`config.mk`:
```
export PLATFORM = sky130hd
export DESIGN_NAME = wb_stage_pipe_flat
export DESIGN_NICKNAME = d
export VERILOG_FILES = /design/src/rtl/wb_stage_pipe_if.sv /design/src/rtl/wb_stage_pipe.sv /design/src/flat_wrapper.sv
export SDC_FILE = /design/constraint.sdc
export NUM_CORES = 1
export LEC_CHECK = 0
export ABC_AREA = 1
export BUFFER_PORTS_ARGS = -buffer_cell sky130_fd_sc_hd__buf_2
export CORE_MARGIN = 4
export CORE_UTILIZATION = 52
export CTS_CLUSTER_SIZE = 30
export DETAILED_ROUTE_END_ITERATION = 6
export PLACE_DENSITY = 0.81
export REMOVE_ABC_BUFFERS = 1
export SLEW_MARGIN = 0
export SYNTH_ARGS = -nofsm -noshare
export SYNTH_HDL_FRONTEND = slang
export SYNTH_SLANG_ARGS = --single-unit
```
`constraint.sdc`:
```
create_clock -name clk -period 1.7 [get_ports clk]
set_input_delay 0.085 -clock clk [delete_from_list [all_inputs] [get_ports clk]]
set_output_delay 0.085 -clock clk [all_outputs]
set_load 0.005 [all_outputs]
```
`src/rtl/wb_stage_pipe_if.sv`:
```
// wb_stage_pipe_if: MEM->WB capture bus and writeback/forwarding outputs of wb_stage_pipe.
interface wb_stage_pipe_if #(
  parameter int XLEN   = 64,
  parameter int REG_AW = 5,
  parameter int CNT_W  = 64
);
  localparam int AW = $clog2(XLEN / 8);
  logic              in_valid;
  logic              in_RegWrite;
  logic [1:0]        in_ResultSrc;
  logic [2:0]        in_funct3;
  logic [AW-1:0]     in_addr_lo;
  logic [REG_AW-1:0] in_rd;
  logic [XLEN-1:0]   in_alu_output;
  logic [XLEN-1:0]   in_mem_data;
  logic [XLEN-1:0]   in_pc_plus4;
  logic              stall;
  logic              flush;
  logic              wb_valid;
  logic              wb_RegWrite;
  logic [REG_AW-1:0] wb_rd;
  logic [XLEN-1:0]   write_data;
  logic              load_misaligned;
  logic [CNT_W-1:0]  retire_count;
  modport master (
    output in_valid, in_RegWrite, in_ResultSrc, in_funct3, in_addr_lo, in_rd,
           in_alu_output, in_mem_data, in_pc_plus4, stall, flush,
    input  wb_valid, wb_RegWrite, wb_rd, write_data, load_misaligned, retire_count
  );
  modport slave (
    input  in_valid, in_RegWrite, in_ResultSrc, in_funct3, in_addr_lo, in_rd,
           in_alu_output, in_mem_data, in_pc_plus4, stall, flush,
    output wb_valid, wb_RegWrite, wb_rd, write_data, load_misaligned, retire_count
  );
endinterface

```
`src/rtl/wb_stage_pipe.sv`:
```
// wb_stage_pipe: registered MEM/WB stage with load extraction and writeback mux.
// Optional retired-instruction counter enabled by defining WB_RETIRE_CNT_EN.
module wb_stage_pipe #(
  parameter int XLEN   = 64,
  parameter int REG_AW = 5,
  parameter int CNT_W  = 64
) (
  input logic           clk,
  input logic           reset,
  wb_stage_pipe_if.slave bus
);
  localparam int AW = $clog2(XLEN / 8);
  typedef struct packed {
    logic              valid;
    logic              reg_write;
    logic [1:0]        src;
    logic [2:0]        funct3;
    logic [AW-1:0]     addr_lo;
    logic [REG_AW-1:0] rd;
    logic [XLEN-1:0]   alu;
    logic [XLEN-1:0]   mem;
    logic [XLEN-1:0]   pc4;
    logic              mis;
  } stage_t;
  stage_t          stage_d, stage_q;
  logic [3:0]      size_mask;
  logic [XLEN-1:0] sh, load;
  logic            ill;
  function automatic logic [XLEN-1:0] ext(input logic [XLEN-1:0] v, input int w, input logic s);
    logic        [XLEN-1:0] t;
    logic signed [XLEN-1:0] a;
    t = v << (XLEN - w);
    a = $signed(t) >>> (XLEN - w);
    if (s) return a;
    return t >> (XLEN - w);
  endfunction
  always_comb begin
    size_mask = (4'd1 << bus.in_funct3[1:0]) - 4'd1;
    stage_d   = stage_q;
    if (bus.flush) begin
      stage_d.valid     = 1'b0;
      stage_d.reg_write = 1'b0;
      stage_d.mis       = 1'b0;
    end else if (!bus.stall) begin
      stage_d = '{valid: bus.in_valid, reg_write: bus.in_RegWrite, src: bus.in_ResultSrc,
                  funct3: bus.in_funct3, addr_lo: bus.in_addr_lo, rd: bus.in_rd,
                  alu: bus.in_alu_output, mem: bus.in_mem_data, pc4: bus.in_pc_plus4,
                  mis: bus.in_ResultSrc == 2'b01 && |(bus.in_addr_lo & size_mask[AW-1:0])};
    end
  end
  always_ff @(posedge clk)
    if (reset) stage_q <= '0;
    else       stage_q <= stage_d;
  // Extraction works on the registered word so the raw memory path stays off the capture edge.
  always_comb begin
    sh   = stage_q.mem >> {stage_q.addr_lo, 3'b000};
    ill  = stage_q.src == 2'b01 && (stage_q.funct3 == 3'b111 ||
           (XLEN == 32 && (stage_q.funct3 == 3'b011 || stage_q.funct3 == 3'b110)));
    load = stage_q.funct3 == 3'b000 ? ext(sh, 8, 1'b1)  :
           stage_q.funct3 == 3'b001 ? ext(sh, 16, 1'b1) :
           stage_q.funct3 == 3'b010 ? ext(sh, 32, 1'b1) :
           stage_q.funct3 == 3'b011 ? sh                :
           stage_q.funct3 == 3'b100 ? ext(sh, 8, 1'b0)  :
           stage_q.funct3 == 3'b101 ? ext(sh, 16, 1'b0) :
           stage_q.funct3 == 3'b110 ? ext(sh, 32, 1'b0) : '0;
  end
  assign bus.wb_valid        = stage_q.valid;
  assign bus.wb_rd           = stage_q.rd;
  assign bus.load_misaligned = stage_q.mis;
  assign bus.write_data      = stage_q.src == 2'b00 ? stage_q.alu :
                               stage_q.src == 2'b01 ? (ill ? '0 : load) :
                               stage_q.src == 2'b10 ? stage_q.pc4 : '0;
  assign bus.wb_RegWrite     = stage_q.valid & stage_q.reg_write & (stage_q.rd != '0) &
                               ~ill & ~stage_q.mis & (stage_q.src != 2'b11);
`ifdef WB_RETIRE_CNT_EN
  logic [CNT_W-1:0] cnt_d, cnt_q;
  always_comb cnt_d = cnt_q + CNT_W'(stage_q.valid & ~bus.stall);
  always_ff @(posedge clk)
    if (reset) cnt_q <= '0;
    else       cnt_q <= cnt_d;
  assign bus.retire_count = cnt_q;
`else
  assign bus.retire_count = '0;
`endif
endmodule

```
`src/flat_wrapper.sv`:
```
// flat-port wrapper written by rule: the top's interface ports become plain ports
module wb_stage_pipe_flat 
#(
  parameter int XLEN   = 64,
  parameter int REG_AW = 5,
  parameter int CNT_W  = 64
)
  (clk, reset, bus_in_valid, bus_in_RegWrite, bus_in_ResultSrc, bus_in_funct3, bus_in_addr_lo, bus_in_rd, bus_in_alu_output, bus_in_mem_data, bus_in_pc_plus4, bus_stall, bus_flush, bus_wb_valid, bus_wb_RegWrite, bus_wb_rd, bus_write_data, bus_load_misaligned, bus_retire_count);
  wb_stage_pipe_if #(.XLEN(XLEN), .REG_AW(REG_AW), .CNT_W(CNT_W)) bus_i ();
  input logic clk;
  input logic reset;
  input wire logic [$bits(bus_i.in_valid)-1:0] bus_in_valid;
  input wire logic [$bits(bus_i.in_RegWrite)-1:0] bus_in_RegWrite;
  input wire logic [$bits(bus_i.in_ResultSrc)-1:0] bus_in_ResultSrc;
  input wire logic [$bits(bus_i.in_funct3)-1:0] bus_in_funct3;
  input wire logic [$bits(bus_i.in_addr_lo)-1:0] bus_in_addr_lo;
  input wire logic [$bits(bus_i.in_rd)-1:0] bus_in_rd;
  input wire logic [$bits(bus_i.in_alu_output)-1:0] bus_in_alu_output;
  input wire logic [$bits(bus_i.in_mem_data)-1:0] bus_in_mem_data;
  input wire logic [$bits(bus_i.in_pc_plus4)-1:0] bus_in_pc_plus4;
  input wire logic [$bits(bus_i.stall)-1:0] bus_stall;
  input wire logic [$bits(bus_i.flush)-1:0] bus_flush;
  output wire logic [$bits(bus_i.wb_valid)-1:0] bus_wb_valid;
  output wire logic [$bits(bus_i.wb_RegWrite)-1:0] bus_wb_RegWrite;
  output wire logic [$bits(bus_i.wb_rd)-1:0] bus_wb_rd;
  output wire logic [$bits(bus_i.write_data)-1:0] bus_write_data;
  output wire logic [$bits(bus_i.load_misaligned)-1:0] bus_load_misaligned;
  output wire logic [$bits(bus_i.retire_count)-1:0] bus_retire_count;
  assign bus_i.in_valid = bus_in_valid;
  assign bus_i.in_RegWrite = bus_in_RegWrite;
  assign bus_i.in_ResultSrc = bus_in_ResultSrc;
  assign bus_i.in_funct3 = bus_in_funct3;
  assign bus_i.in_addr_lo = bus_in_addr_lo;
  assign bus_i.in_rd = bus_in_rd;
  assign bus_i.in_alu_output = bus_in_alu_output;
  assign bus_i.in_mem_data = bus_in_mem_data;
  assign bus_i.in_pc_plus4 = bus_in_pc_plus4;
  assign bus_i.stall = bus_stall;
  assign bus_i.flush = bus_flush;
  assign bus_wb_valid = bus_i.wb_valid;
  assign bus_wb_RegWrite = bus_i.wb_RegWrite;
  assign bus_wb_rd = bus_i.wb_rd;
  assign bus_write_data = bus_i.write_data;
  assign bus_load_misaligned = bus_i.load_misaligned;
  assign bus_retire_count = bus_i.retire_count;
  wb_stage_pipe #(.XLEN(XLEN), .REG_AW(REG_AW), .CNT_W(CNT_W)) u_core (.clk(clk), .reset(reset), .bus(bus_i));
endmodule
```
==> results by group <==
Timing
  – Final period utilization: 141%
  – Final setup margin: -699 ps
  – Final Max Tran Viols: 0
  – # setup viols final: 65
  – Hold Fails Final Rpt: 0
  – Post-route setup TNS: -36400 ps
  – Max Fclk: 417 MHz
  – RSZ-0062 raised after global routing: yes
  – Min Tclk post-route: 2400 ps
  – Worst clock skew: 0 ps

Synth
  – Xor-xnor portion of the synthesized cell area: 0%
  – Sequential share of the synthesized area: 37.3%
  – Post-synthesis cell area: 0.0112 mm^2
  – Adder-Cell Fraction of Synth Area: 0%
  – Synth cell types: 29
  – Synth warnings: 0
  – Yosys reg bits: 208
  – Avg Inst Size Synth: 6.45 um^2
  – Post-Synth Simple-Gate Area: 33.0%
  – Post-synth EDFFs: 0
  – Async SR Flop Fraction: 0%
  – Complex-gate fraction of the synthesized area: 17.9%
  – Mux contribution to synthesized area: 0%
  – Synth Instances: 1733
  – Largest family of logic cells by synthesized area: simple AND/OR/NAND/NOR gates
  – Synth Flop Type: dfxtp_1

Worst setup path
  – Kind of critical path: reg2out
  – Reg2reg end: u_core.stage_q[136]
  – Reg2Reg Setup Slack: 520 ps
  – Worst r2r src: u_core.stage_q[136]
  – Crit-path max FO: 18
  – Worst reg2reg path depth: 3
  – Critical Path AT: 2310 ps
  – CP Capture Type: output port
  – Worst EP required: 1620 ps
  – Startpoint types: flop

Clock tree
  – Num CTS Buffers: 22
  – CTS tree: done
  – CTS max path bufs: 3
  – CTS clk-pin slew, worst paths: 70 ps
  – Clock Tree Root: clkbuf_16
  – H-tree depth: 1
  – Clk_lat worst skew: 510 ps
  – Clock tree sinks: 208

GRT
  – First-pass GRT wire length: 73800 um
  – Total gr overflow: 0
  – Vias in the first global route: 14100
  – Largest net degree at the start of global routing: 99
  – Total GRT Usage: 37.4%
  – Antenna violations before repair: 1

Hold path
  – Hold-critical path depth: 3
  – Hold endpoint: u_core.stage_q[200]
  – Worst Hold Class: in2reg
  – HP Start: bus_in_addr_lo[2]

Die
  – Die X: 155 um
  – Core area: 0.0211 mm^2
  – Die Ht: 155 um
  – Row count: 53
  – # IOs: 347
  – Die ar.: 0.0239 mm^2
  – Starting Density: 53.0%

Finish
  – Commonest non-fill, non-tap cell in the layout: nor2_1
  – Share of post-route cells with drive strength above 1: 27.7%
  – Final #Nets: 2459
  – Most frequent cells in the layout: nor2_1 (400), nand2_1 (291), buf_2 (278)
  – Core Util, Final: 82.4%
  – Synth-to-Final Area Change: 55.4%

Power
  – Worst vdd ir: 0.000841 V
  – Clk network pwr share: 35.4%
  – PwrDens: 824 mW/mm^2
  – Psw: 4.45 mW
  – Switch share: 31.1%
  – Flop pwr share: 38.1%
  – P_int: 9.86 mW
  – Leakage: 8.23 nW
  – Comb pwr share: 26.5%

Placed design
  – DP HPWL: 26400 um
  – Gpl congestion: 0.948
  – Input/output buffers: 282

Detailed routing
  – WL per Instance: 19.8 um
  – Post-route DRC violation count: 0
  – Vias per Instance: 5.85
  – Drt total wl: 50200 um
  – 1st-iter DRT viols: 2276
  – Vias: 14900
  – Post-route antenna net violation count: 0
  – First drt pass iteration count: 7

Flow run
  – Max-capacitance violation count: 0

Outcome
  – Failing checks: setup timing
  – Status: finished, violations left
-- metrics by stage --
step / hold WS, ps / power, mW / cell area (um^2) / setup slack [ps] / cells
after floorplan: 220 / 6.85 / 10300 / -9170 / 1596
after global placement: 305 / 8.10 / 13100 / -158 / 2252
after detailed placement: 312 / 8.14 / 13100 / -157 / 2252
after CTS: 0.432 / 13.7 / 16700 / -570 / 2519
after global routing: 97.1 / 14.8 / 17400 / -735 / 2539
final: 45.0 / 14.3 / 17400 / -699 / 2539
-- timing repair --
| action | CTS | global route |
|---|---|---|
| buffers inserted | 7 | 19 |
| pin swaps | 23 | 30 |
| setup endpoints to repair | 65 | 69 |
| gates cloned | 5 | 2 |
| hold endpoints to repair | 207 | 2 |
| gates resized for setup | 124 | 135 |
| hold buffers | 216 | 1 |
-- power groups by stage --
stage	Sequential (mW)	Clock, mW	Combinational (mW)
floorplan	5.47	0	1.38
global placement	5.49	0	2.62
detailed placement	5.50	0	2.64
CTS	5.40	5.03	3.29
global route	5.47	5.24	4.06
finish	5.45	5.07	3.79
-- cells by family after synthesis --
family,Yosys count
AOI/OAI and AO/OA,371
buffers and inverters,245
DFF,208
other,1
and+or+nand+nor,908
-- cells in the mapped netlist (2+ instances only) --
master / number / area [um^2]
o211ai_1: 21 / 158
o21ai_0: 263 / 1320
buf_4: 74 / 556
a22o_1: 14 / 123
buf_6: 9 / 101
nor3_1: 4 / 20.0
clkbuf_1: 69 / 259
inv_2: 5 / 18.8
buf_2: 46 / 230
inv_1: 40 / 150
dfxtp_1: 208 / 4160
nand2_1: 318 / 1190
and2_1: 2 / 12.5
a21oi_1: 57 / 285
nand4_1: 3 / 18.8
o31ai_1: 3 / 22.5
nor2_1: 405 / 1520
nand3_1: 158 / 791
o21ai_1: 2 / 10.0
or2_2: 10 / 62.6
buf_1: 2 / 7.51
o21bai_1: 10 / 75.1
nand3_2: 4 / 40.0
-- worst max-delay path: stages (launching register included) --
cell and delay (ps):
dfxtp_4 430, buf_4 250, nand2_1 100, o21ai_0 120, o21ai_0 160, buf_4 170
o211ai_1 220, buf_4 160, nand3_1 50, buf_2 130
-- registers in the layout, indices dropped and copies added, names as in the netlist --
name                        flops
u_core.stage_q                201
u_core.bus.load_misaligned      1
u_core.bus.wb_rd                5
u_core.bus.wb_valid             1
-- per-layer routing --
metal  global-route usage [%]  wire length, um  vias up
met5                        0                0        -
met4                     19.6             3360        0
met3                     6.91             5380      318
met2                     65.0            24200     1247
met1                     43.8            17200     6722
li1                         -                -     6575
-- worst max path at each step --
stage                                    from                  end  slack (ps)  cells past startpoint
after global placement    u_core.stage_q[198]   bus_write_data[52]        -160                      9
after global routing      u_core.stage_q[198]   bus_write_data[18]        -740                     10
after CTS                 u_core.stage_q[198]   bus_write_data[43]        -570                     12
after detailed placement  u_core.stage_q[198]   bus_write_data[52]        -160                      9
after floorplan                     bus_flush  u_core.stage_q[103]       -9170                      4
final                     u_core.stage_q[198]    bus_write_data[3]        -700                      9
-- final cells by class --
class	instances	area, um^2
antenna	1	2.50
clock buffer	33	693
clock inverter	6	57.6
fill	1217	3720
inverter	45	199
multi-input combinational	1344	6830
sequential	208	4180
tap	275	344
timing repair buffer	627	5060
No activity file was read; power rests on OpenSTA's default activity.
